==> src/rtl/branch_predictor.sv <==
// Two-bit saturating-counter branch predictor control stage in front of bp_cache.
// Optional statistics counters are compiled in with `define BP_STATS_EN.
module branch_predictor #(
  parameter int AWIDTH = 32,
  parameter int CWIDTH = 2
) (
  input  logic              clk,
  input  logic              reset,
  input  logic [AWIDTH-1:0] pc_guess,
  input  logic              is_br_guess,
  output logic              br_taken_guess,
  input  logic [AWIDTH-1:0] pc_check,
  input  logic              is_br_check,
  input  logic              br_taken_check,
  output logic [AWIDTH-1:0] ra0,
  input  logic [CWIDTH-1:0] dout0,
  input  logic              hit0,
  output logic [AWIDTH-1:0] ra1,
  input  logic [CWIDTH-1:0] dout1,
  input  logic              hit1,
  output logic [AWIDTH-1:0] wa,
  output logic [CWIDTH-1:0] din,
  output logic              we
`ifdef BP_STATS_EN
  ,
  output logic [31:0]       stat_br_cnt,
  output logic [31:0]       stat_mispred_cnt
`endif
);

  localparam logic [CWIDTH-1:0] CNT_MAX   = '1;
  localparam logic [CWIDTH-1:0] CNT_MIN   = '0;
  localparam logic [CWIDTH-1:0] WEAK_TKN  = {1'b1, {(CWIDTH-1){1'b0}}};
  localparam logic [CWIDTH-1:0] WEAK_NTKN = {1'b0, {(CWIDTH-1){1'b1}}};

  logic              pend_v;
  logic [AWIDTH-1:0] pend_pc;
  logic [CWIDTH-1:0] pend_cnt;
  logic              fwd_guess;
  logic              fwd_check;
  logic              base_hit;
  logic [CWIDTH-1:0] base_cnt;
  logic [CWIDTH-1:0] new_cnt;
  logic              unused_bits;

  assign ra0 = pc_guess;
  assign ra1 = pc_check;
  assign we  = pend_v;
  assign wa  = pend_pc;
  assign din = pend_cnt;

  // The pending write has not landed in bp_cache yet, so it overrides the guess port.
  assign fwd_guess      = pend_v && (pend_pc == pc_guess);
  assign br_taken_guess = is_br_guess & (fwd_guess ? pend_cnt[CWIDTH-1]
                                                   : (hit0 & dout0[CWIDTH-1]));
  assign unused_bits    = ^dout0[CWIDTH-2:0];

  always_comb begin
    fwd_check = pend_v && (pend_pc == pc_check);
    base_cnt  = fwd_check ? pend_cnt : dout1;
    base_hit  = fwd_check | hit1;
    new_cnt   = base_cnt;
    if (base_hit) begin
      if (br_taken_check) begin
        if (base_cnt != CNT_MAX) new_cnt = CWIDTH'(base_cnt + 1'b1);
      end else begin
        if (base_cnt != CNT_MIN) new_cnt = CWIDTH'(base_cnt - 1'b1);
      end
    end else begin
      new_cnt = br_taken_check ? WEAK_TKN : WEAK_NTKN;
    end
  end

  always_ff @(posedge clk) begin
    if (reset) begin
      pend_v   <= 1'b0;
      pend_pc  <= '0;
      pend_cnt <= '0;
    end else begin
      pend_v <= is_br_check;
      if (is_br_check) begin
        pend_pc  <= pc_check;
        pend_cnt <= new_cnt;
      end
    end
  end

`ifdef BP_STATS_EN
  // Check-side prediction is what the guess port would have said for this PC.
  always_ff @(posedge clk) begin
    if (reset) begin
      stat_br_cnt      <= '0;
      stat_mispred_cnt <= '0;
    end else if (is_br_check) begin
      stat_br_cnt <= stat_br_cnt + 32'd1;
      if ((base_hit & base_cnt[CWIDTH-1]) != br_taken_check)
        stat_mispred_cnt <= stat_mispred_cnt + 32'd1;
    end
  end
`endif

endmodule
==> config.mk <==
export PLATFORM = sky130hd
export DESIGN_NAME = branch_predictor
export DESIGN_NICKNAME = d
export VERILOG_FILES = /design/src/rtl/branch_predictor.sv
export SDC_FILE = /design/constraint.sdc
export NUM_CORES = 1
export LEC_CHECK = 0
export BUFFER_PORTS_ARGS = -buffer_cell sky130_fd_sc_hd__buf_2
export CORE_MARGIN = 2
export CORE_UTILIZATION = 46
export CTS_CLUSTER_DIAMETER = 200
export CTS_CLUSTER_SIZE = 8
export DETAILED_ROUTE_END_ITERATION = 8
export PLACE_DENSITY = 0.95
export SLEW_MARGIN = 20
export SYNTH_ARGS = -nofsm -noshare
export SYNTH_HDL_FRONTEND = slang
export SYNTH_SLANG_ARGS = --single-unit
==> constraint.sdc <==
create_clock -name clk -period 3.6 [get_ports clk]
set_input_delay 0.18 -clock clk [delete_from_list [all_inputs] [get_ports clk]]
set_output_delay 0.18 -clock clk [all_outputs]
set_load 0.03 [all_outputs]
-- After elaboration in Yosys (flattened, before gate mapping)
Index checks and enable logic that the tools add are counted.
- word-level logic and storage cells: 21
- bits in registers: 35
- input port bits: 75
- output and inout port bits: 100
- bitwise gates (word level): 3
- $add $sub $neg: 2
- equal/unequal tests: 3
- mux-type cells: 7
- reductions and logical operators: 3
- operator list (operator ; count):
    $eq A32 B32 Y1 ; 2
    $mux W2 ; 6
    $add A2 B1 Y2 const B ; 1
    $and A1 B1 Y1 ; 2
    $logic_and A1 B1 Y1 ; 2
    $ne A2 B2 Y1 const B ; 1
    $reduce_bool A2 Y1 ; 1
    $sub A2 B1 Y2 const B ; 1
    $mux W1 ; 1
    $or A1 B1 Y1 ; 1

-- Depth between registers and ports, before layout
Gate-level depths: netlist of run 1.
- depth in word-level cells: 7
- depth in mapped cells: 5
- depth with buffers taken out: 5

-- Least setup slack after synthesis of run 1
Ideal clock, no wire load.
- kind: register -> output
- start point: register pend_pc[4], in the netlist wa[4]
- end point: output br_taken_guess
- buffers on the path: 0
- arrival: 1.865 ns
- stages on the path, launching flop included: 6
- data required time: 3.420 ns
- path slack: 1.555 ns
- cells stage by stage: dfxtp_1 > inv_1 > a221o_1 > nor4_2 > nand4_1 > a21boi_1
- cells in the longest elaborated chain, start to end: 4
- ends and longest elaborated chain (element ; line ; source):
    start, declared ; 37 ; logic [AWIDTH-1:0] pend_pc;
    start signal, assigned ; 82 ; pend_pc <= pc_check;
    $eq A32 B32 Y1 ; 53 ; assign fwd_guess = pend_v && (pend_pc == pc_guess);
    $logic_and A1 B1 Y1 ; 53 ;
    $mux W1 ; 54 ; assign br_taken_guess = is_br_guess & (fwd_guess ? pend_cnt[CWIDTH-1]
    $and A1 B1 Y1 ; 54 ;
    end, declared ; 11 ; output logic br_taken_guess,
Every way passes these cells.

-- Worst setup path in the final report of run 1
- start point: register pend_pc[25], in the netlist wa[25]
- end point: output br_taken_guess
Same word-level chain as after synthesis.

==> results.ini, run 1 <==
[clocking]
h-tree-depth = 2
hold_buffers = 0
cts_tree = yes
clock-sinks = 35
clk-insertion-delay-late_ps = 290
max-clock-path-buffers = 2
clk_pin_slew_ps = 70
cts_root_buffer = clkbuf_8
cts_setup_buffers = 0
cts_made_buffers = 5
ctsResizeCount = 0

[sta]
min_period_ps = 2340
period_share_pct = 65.1
fmax_mhz = 427
slew_violations = 0
rsz0062_at_grt = false
max-slew-margin-rel_pct = 54.5
tns_ps = 0
final.setup.worst_slack_ps = 1260
hold_violations = 0
worst_pin_slew_ps = 683
whs_ps = 169
final-setup-viol-count = 0
skew_ps = 5.11

[floorplanning]
row_count = 27
die_w_um = 80.1
dieArea_um2 = 6410
io_pins = 175
die_y_um = 80.1
initial_core_util_pct = 48.0
core_area_um2 = 5540

[placement]
hpwl_um = 6000
post-place-ws_ps = 1510
io_buffers = 173
dp.cells = 483
place_congestion = 0.911

[synth]
synth_seq_cells = 35
syn_nets = 385
netlist_area_um2 = 2660
ys_seq_area_share_pct = 26.3
yosysUniqueCellTypes = 33
post-synth-top-count-cell = buf_4
syn_inst = 310
ys_top_cells_by_area = dfxtp_1 26%, xnor2_1 19%, buf_4 18%
ys_async_sr_fraction_pct = 0
synth-edff-count = 0
synth_largest_area_cell = dfxtp_1
yosys_warnings = 0
synth_flop_cell = dfxtp_1
synth_top_cells_by_count = 64 x buf_4, 58 x xnor2_1, 35 x dfxtp_1
synth_top_area_share_pct = 26.3
synth.avg_cell_area_um2 = 8.58

[grt]
antenna_found_initial = 0
grt_max_degree = 36
grtUsageTotal_pct = 21.6
grt_pass1_vias = 2275
overflow = 0
grt_pass1_wl_um = 10800

[setup_path]
critical_path.max_fanout = 4
critPathTopFamily = simple AND/OR/NAND/NOR gates
path_buf_inv = 1
endpoint_kind = output pin
crit_top_cell = nand4_1
critPathKind = register to output pin
critPathMaxStageDelay_ps = 590
slowest_stage = nor4_1
crit_arrival_ps = 2160
cp.required_ps = 3420
cp-start-kind = register
worstPathCellList = xnor2_1 -> nand4_1 -> nor4_1 -> nand4_1 -> a21boi_1 -> buf_2

[detailed_routing]
dr_total_vias = 2477
viasPerCell = 5.07
met1_length_um = 2970
routed.top_layer = met4
routed-wl-met3_um = 421
routedWlPerCell_um = 14.8
drtIter0Drc = 117
ant_nets = 0
route.detailed.drc = 0
met2_length_um = 3820
dr.pass1.iters = 4
routed_wl_um = 7260

[final_layout]
drive_gt1_share_pct = 43.6
diodes = 0
fin_cells = 489
num-nets-final = 493
area_growth_pct = 19.4

[power_and_ir_drop]
p_per_area_nw_per_um2 = 353
ir_worst_vdd_mv = 0.180
cellLeakagePower_nw = 1.53

[run]
cap_violations = 0

[run_status]
outcome = finished clean

[hold_path]
hp-class = input pin to register

==> sequential cells by signal, indices dropped and copies added, names as in the netlist <==
name  cells
wa       32
din       2
we        1
==> through the flow <==
step / total power [W] / utilization [%] / instance area [um^2]
6_report: 0.00112 / 57.3 / 3180
5_1_grt: 0.00118 / 57.3 / 3180
4_1_cts: 0.00113 / 57.3 / 3180
3_5_place_dp: 0.000868 / 56.0 / 3100
3_3_place_gp: 0.000857 / 56.0 / 3100
2_1_floorplan: 0.000766 / - / 2660
==> per-layer routing <==
metal  track usage [%]  up-vias
li1                  -     1205
met1              24.6     1155
met2              41.6      111
met5                 0        -
met4              4.41        0
met3              4.04        6
==> worst register-to-register path: stages (launching register included) <==
cell and delay (ps):
dfxtp_1 360, xnor2_1 340, nand4_1 150, nor4_1 390, nand3_1 120, a211oi_1 250
==> path summary, 6_finish.rpt <==
| check | slack (ps) | endpoint | start | depth (start not counted) |
|---|---|---|---|---|
| worst max-delay path | 1260 | br_taken_guess | wa[25]$_SDFFE_PP0P_ | 6 |
| worst min-delay path | 170 | wa[20]$_SDFFE_PP0P_ | pc_check[20] | 3 |
| worst max register to register | 1910 | din[0]$_SDFFE_PP0P_ | wa[17]$_SDFFE_PP0P_ | 5 |
| worst min register to register | 570 | wa[12]$_SDFFE_PP0P_ | wa[12]$_SDFFE_PP0P_ | 2 |
==> cell families (layout without fill, tap and decap cells) <==
family | count (synthesis) | in the layout | share of synthesized area [%]
buffers and inverters | 81 | 188 | 20.7
and+or+nand+nor | 80 | 80 | 15.4
xor gates and xnor gates | 58 | 58 | 19.1
DFF | 35 | 35 | 26.3
muxes | 34 | 34 | 12.8
AOI/OAI and AO/OA | 22 | 22 | 5.69
==> report_power, final <==
group	internal [W]	switching [W]	leakage, nW
sequential	0.000411	0.0000327	0.289
clock	0.000129	0.000135	0.0371
combinational	0.000153	0.000261	1.20
total	0.000692	0.000429	1.53
==> cells in the final DEF (no fill, tap or decap), drive strengths merged <==
master   netlist  routed
xnor2         58      58
clkbuf         4       6
a21o           1       1
inv            8       8
a2111oi        1       1
nor3           4       4
a21boi         1       1
nand3b         1       1
o22a           1       1
o221ai         1       1
dfxtp         35      35
a211oi         1       1
nor2b          3       3
or2b           2       2
nand3          5       5
nand4         21      21
nand2b         2       2
nand2          4       4
o21a           1       1
nor4           4       4
mux2i         33      33
mux2           1       1
o22ai          2       2
a31o           1       1
a21oi          5       5
a221o          1       1
o21ai          5       5
and4           1       1
nor2          33      33
o21bai         1       1
buf           69     174
==> cell type report <==
class / count / area, um^2
timing repair buffer: 174 / 873
multi-input combinational: 194 / 1410
sequential: 35 / 701
tap: 72 / 90.1
fill: 498 / 2360
clock buffer: 6 / 72.6
inverter: 8 / 30.0
No activity file was read; power rests on OpenSTA's default activity.
==> inputs of run 2 (changes only) <==
--- a/config.mk
+++ b/config.mk
@@ -5,13 +5,14 @@
 export SDC_FILE = /design/constraint.sdc
 export NUM_CORES = 1
 export LEC_CHECK = 0
+export ABC_AREA = 1
 export BUFFER_PORTS_ARGS = -buffer_cell sky130_fd_sc_hd__buf_2
 export CORE_MARGIN = 2
-export CORE_UTILIZATION = 46
+export CORE_UTILIZATION = 41
 export CTS_CLUSTER_DIAMETER = 200
 export CTS_CLUSTER_SIZE = 8
 export DETAILED_ROUTE_END_ITERATION = 8
-export PLACE_DENSITY = 0.95
+export PLACE_DENSITY = 0.88
 export SLEW_MARGIN = 20
 export SYNTH_ARGS = -nofsm -noshare
 export SYNTH_HDL_FRONTEND = slang
==> constraint.sdc (replaced) <==
create_clock -name clk -period 2.1 [get_ports clk]
set_input_delay 0.105 -clock clk [delete_from_list [all_inputs] [get_ports clk]]
set_output_delay 0.105 -clock clk [all_outputs]
set_load 0.03 [all_outputs]
==> results.ini, run 2 <==
[synth]
synth_flop_cell = dfxtp_1
ys_async_sr_fraction_pct = 0
ys_top_cells_by_area = dfxtp_1 22%, nand2_1 17%, buf_4 15%
synth_largest_area_cell = dfxtp_1
ys_seq_area_share_pct = 22.3
yosys_warnings = 0
syn_nets = 614
synth_seq_cells = 35
synth_top_area_share_pct = 22.3
synth-edff-count = 0
netlist_area_um2 = 3140
post-synth-top-count-cell = nand2_1
synth_top_cells_by_count = 146 x nand2_1, 74 x inv_1, 64 x buf_4
synth.avg_cell_area_um2 = 5.83
syn_inst = 539
yosysUniqueCellTypes = 30

[clocking]
cts_tree = yes
clk_pin_slew_ps = 70
clk-insertion-delay-late_ps = 290
cts_made_buffers = 5
h-tree-depth = 2
max-clock-path-buffers = 2
cts_setup_buffers = 0
cts_root_buffer = clkbuf_8
clock-sinks = 35
hold_buffers = 0

[power_and_ir_drop]
sw_frac_of_total_pct = 41.4
pwr-share-seq_pct = 37.9
p_int_w = 0.00119
ir_worst_vdd_mv = 0.306
switchingPower_w = 0.000842
p_comb_share_pct = 39.6
clkPwrFrac_pct = 22.5
p_per_area_nw_per_um2 = 542
cellLeakagePower_nw = 2.20

[floorplanning]
initial_core_util_pct = 42.8
io_pins = 175
die_w_um = 91.5
dieArea_um2 = 8380
die_y_um = 91.5
row_count = 31
core_area_um2 = 7330

[grt]
grt_max_degree = 24
grt_pass1_wl_um = 14400
grt_pass1_vias = 3135
overflow = 0
grtUsageTotal_pct = 21.1
antenna_found_initial = 0

[setup_path]
reg2reg_depth = 13
slowest_stage = dfxtp_4
crit_arrival_ps = 1920
worstPathCellList = nor2_2 -> o22ai_2 -> nor4_4 -> nand4_1 -> nor2_2 -> nand3_1 -> nand2_1 -> nor2_1 -> buf_4
cp-start-kind = register
endpoint_kind = output pin
critPathMaxStageDelay_ps = 360
critPathKind = register to output pin
reg2reg_setup_slack_ps = 370
cp.required_ps = 2000
path_buf_inv = 1
r2r-start = wa[7]$_SDFFE_PP0P_
crit_top_cell = nor2_2
crit_cells = 9
critical_path.max_fanout = 5
r2r_end = din[0]$_SDFFE_PP0P_
critPathTopFamily = simple AND/OR/NAND/NOR gates

[placement]
place_congestion = 0.890
hpwl_um = 7490
io_buffers = 173

[detailed_routing]
routedWlPerCell_um = 12.1
drtIter0Drc = 169
dr.pass1.iters = 5
viasPerCell = 4.67
route.detailed.drc = 0
dr_total_vias = 3485
ant_nets = 0
routed_wl_um = 9030

[sta]
rsz0062_at_grt = true
whs_ps = 25.1
skew_ps = 4.34
final-setup-viol-count = 0
tns_ps = 0
worst_pin_slew_ps = 453
slew_violations = 0
fmax_mhz = 494
min_period_ps = 2020
period_share_pct = 96.3
max-slew-margin-rel_pct = 69.8
hold_violations = 0

[run_status]
outcome = finished clean

[hold_path]
hp-class = input pin to register
holdPathEnd = din[0]$_SDFFE_PP0P_
holdPathStages = 2
hp-start = reset

[final_layout]
post-route-util_pct = 51.1
num-nets-final = 723
largest_reg_flops = 32
drive_gt1_share_pct = 33.8
diodes = 0
area_growth_pct = 19.2
final_cell_mix = 172 x buf_2, 146 x nand2_1, 74 x inv_1
final_common_cell = buf_2

[run]
cap_violations = 0

[run 2: per-layer routing]
| metal | vias up | global-route usage, % | part of all wire, % |
|---|---|---|---|
| met5 | - | 0 | 0 |
| met4 | 0 | 6.82 | 2.0 |
| met3 | 15 | 3.98 | 6.9 |
| met2 | 137 | 36.3 | 47 |
| met1 | 1516 | 26.3 | 44 |
| li1 | 1817 | - | - |
[run 2: worst max path at each step]
stage	end	start	slack, ps
floorplan	br_taken_guess	wa[28]$_SDFFE_PP0P_	280
global placement	br_taken_guess	wa[0]$_SDFFE_PP0P_	180
detailed placement	br_taken_guess	wa[0]$_SDFFE_PP0P_	170
CTS	br_taken_guess	wa[0]$_SDFFE_PP0P_	20
global route	br_taken_guess	wa[4]$_SDFFE_PP0P_	-50
finish	br_taken_guess	wa[4]$_SDFFE_PP0P_	80
[run 2: what timing repair did]
action	in CTS	in global routing
resized for setup	2	10
pin swaps	0	3
setup endpoints to repair	1	1
[run 2: power by group through the flow]
stage	registers (W)	clock network (W)	logic, W
5_1_grt	0.000777	0.000495	0.000886
4_1_cts	0.000767	0.000459	0.000804
6_report	0.000769	0.000458	0.000804
3_3_place_gp	0.000780	0	0.000789
2_1_floorplan	0.000864	0	0.000519
3_5_place_dp	0.000782	0	0.000797
[run 2: kinds of logic (layout without fill, tap and decap cells)]
group | after synthesis | after routing | share of synthesized area (%)
AND/OR/NAND/NOR | 244 | 244 | 32.2
buffers and inverters | 162 | 270 | 27.0
AO/OA/AOI/OAI | 84 | 84 | 14.5
flip-flops | 35 | 35 | 22.3
XOR/XNOR | 14 | 14 | 3.90
[run 2: layout make-up]
cell class,count,area [um^2]
Clock buffer,6,72.6
Timing Repair Buffer,176,891
Inverter,88,330
Fill cell,800,3590
Multi-Input combinational cell,342,1620
Sequential cell,35,708
Tap cell,99,124
[run 2: stage by stage]
| stage | cells | instance area (um^2) | setup slack [ps] | power, W |
|---|---|---|---|---|
| 6_report | 746 | 3740 | 77.0 | 0.00203 |
| 5_1_grt | 746 | 3740 | -47.6 | 0.00216 |
| 4_1_cts | 746 | 3720 | 20.6 | 0.00203 |
| 3_5_place_dp | 740 | 3630 | 169 | 0.00158 |
| 3_3_place_gp | 740 | 3630 | 185 | 0.00157 |
| 2_1_floorplan | 539 | 3140 | 277 | 0.00138 |
==> inputs of run 3 (changes only) <==
--- a/config.mk
+++ b/config.mk
@@ -7,13 +7,11 @@
 export LEC_CHECK = 0
 export ABC_AREA = 1
 export BUFFER_PORTS_ARGS = -buffer_cell sky130_fd_sc_hd__buf_2
-export CORE_MARGIN = 2
 export CORE_UTILIZATION = 41
 export CTS_CLUSTER_DIAMETER = 200
 export CTS_CLUSTER_SIZE = 8
 export DETAILED_ROUTE_END_ITERATION = 8
 export PLACE_DENSITY = 0.88
-export SLEW_MARGIN = 20
 export SYNTH_ARGS = -nofsm -noshare
 export SYNTH_HDL_FRONTEND = slang
 export SYNTH_SLANG_ARGS = --single-unit
==> results.ini, run 3 (synthesis gave the netlist of run 2 again) <==
[run_status]
outcome = finished clean

[setup_path]
critPathTopFamily = simple AND/OR/NAND/NOR gates
slowest_stage = dfxtp_4
critPathKind = register to output pin
crit_arrival_ps = 1920
reg2reg_depth = 14
r2r_end = din[0]$_SDFFE_PP0P_
reg2reg_setup_slack_ps = 350
r2r-start = wa[4]$_SDFFE_PP0P_
cp-start-kind = register
worstPathCellList = nand2_1 -> inv_1 -> o22ai_2 -> nor4_4 -> nand4_1 -> nor2_2 -> nand3_1 -> nand2_1 -> nor2_1 -> buf_4
critical_path.max_fanout = 3
endpoint_kind = output pin
critPathMaxStageDelay_ps = 370
cp.required_ps = 2000
path_buf_inv = 2
crit_top_cell = nand2_1

[clocking]
hold_buffers = 0
clock-sinks = 35
max-clock-path-buffers = 2
h-tree-depth = 2
clk_pin_slew_ps = 70
clk-insertion-delay-late_ps = 280
cts_root_buffer = clkbuf_8
cts_made_buffers = 5
cts_tree = yes

[final_layout]
final_common_cell = buf_2
largest_reg_flops = 32
num-nets-final = 725
area_growth_pct = 20.0
final_cell_mix = 172 x buf_2, 146 x nand2_1, 74 x inv_1
diodes = 0
drive_gt1_share_pct = 34.2

[floorplanning]
die_y_um = 89.5
die_w_um = 89.5
row_count = 31
initial_core_util_pct = 42.8
core_area_um2 = 7330
io_pins = 175
dieArea_um2 = 8010

[grt]
grtUsageTotal_pct = 21.4
grt_max_degree = 24
antenna_found_initial = 0
overflow = 0
grt_pass1_wl_um = 13100
grt_pass1_vias = 2953

[power_and_ir_drop]
ir_worst_vdd_mv = 0.271
finalPower_w = 0.00203
p_per_area_nw_per_um2 = 537
cellLeakagePower_nw = 2.22

[detailed_routing]
dr_total_vias = 3463
route.detailed.drc = 0
viasPerCell = 4.63
ant_nets = 0
routedWlPerCell_um = 11.6
drtIter0Drc = 164
dr.pass1.iters = 4
routed_wl_um = 8700

[sta]
hold_violations = 0
slew_violations = 0
worst_pin_slew_ps = 397
final.setup.worst_slack_ps = 77.6
max-slew-margin-rel_pct = 73.5
fmax_mhz = 494
rsz0062_at_grt = true
min_period_ps = 2020
final-setup-viol-count = 0
period_share_pct = 96.3
skew_ps = 7.11

[hold_path]
holdPathStages = 2
hp-start = reset
hp-class = input pin to register
holdPathEnd = din[0]$_SDFFE_PP0P_

[placement]
hpwl_um = 7290
place_congestion = 0.863
io_buffers = 173
post-place-ws_ps = 166

[run]
cap_violations = 0

[run 3: area by class of cell]
type                            instances  area, um^2
Clock buffer                            6        72.6
Fill cell                             823        3560
Inverter                               88         330
Multi-Input combinational cell        342        1630
Sequential cell                        35         711
Tap cell                               99         124
Timing Repair Buffer                  178         906
[run 3: worst max path at each step]
| stage | startpoint | endpoint | cells past startpoint |
|---|---|---|---|
| global route | wa[4]$_SDFFE_PP0P_ | br_taken_guess | 10 |
| floorplan | wa[28]$_SDFFE_PP0P_ | br_taken_guess | 9 |
| CTS | wa[0]$_SDFFE_PP0P_ | br_taken_guess | 9 |
| finish | wa[4]$_SDFFE_PP0P_ | br_taken_guess | 10 |
| global placement | wa[0]$_SDFFE_PP0P_ | br_taken_guess | 9 |
| detailed placement | wa[0]$_SDFFE_PP0P_ | br_taken_guess | 9 |
[run 3: repair_timing]
action,in CTS,in global routing
pin swaps,0,4
endpoints found under the setup margin,1,1
gates resized for setup,2,13
buffers inserted,0,2
[run 3: report_power, final]
part,switching (W),total [W],internal (W)
Clock,0.000230,0.000451,0.000221
Sequential,0.0000566,0.000767,0.000711
Combinational,0.000546,0.000807,0.000260
Total,0.000833,0.00203,0.00119
[run 3: per-stage QoR]
step	std cells	util, %	instance area, um^2	hold WS, ps	setup TNS [ps]
final	748	51.4	3770	17.2	0
after global routing	748	51.4	3770	21.5	-31.5
after CTS	746	50.8	3720	20.4	0
after detailed placement	740	49.6	3630	321	0
after global placement	740	49.6	3630	324	0
after floorplan	539	-	3140	167	0
[run 3: metal layers]
metal  global-route usage [%]  share of wire, %  vias to the layer above
li1                         -                 -                     1817
met1                     27.5                45                     1495
met2                     37.6                48                      141
met3                     3.32               6.3                       10
met4                     5.19               1.3                        0
met5                        0                 0                        -
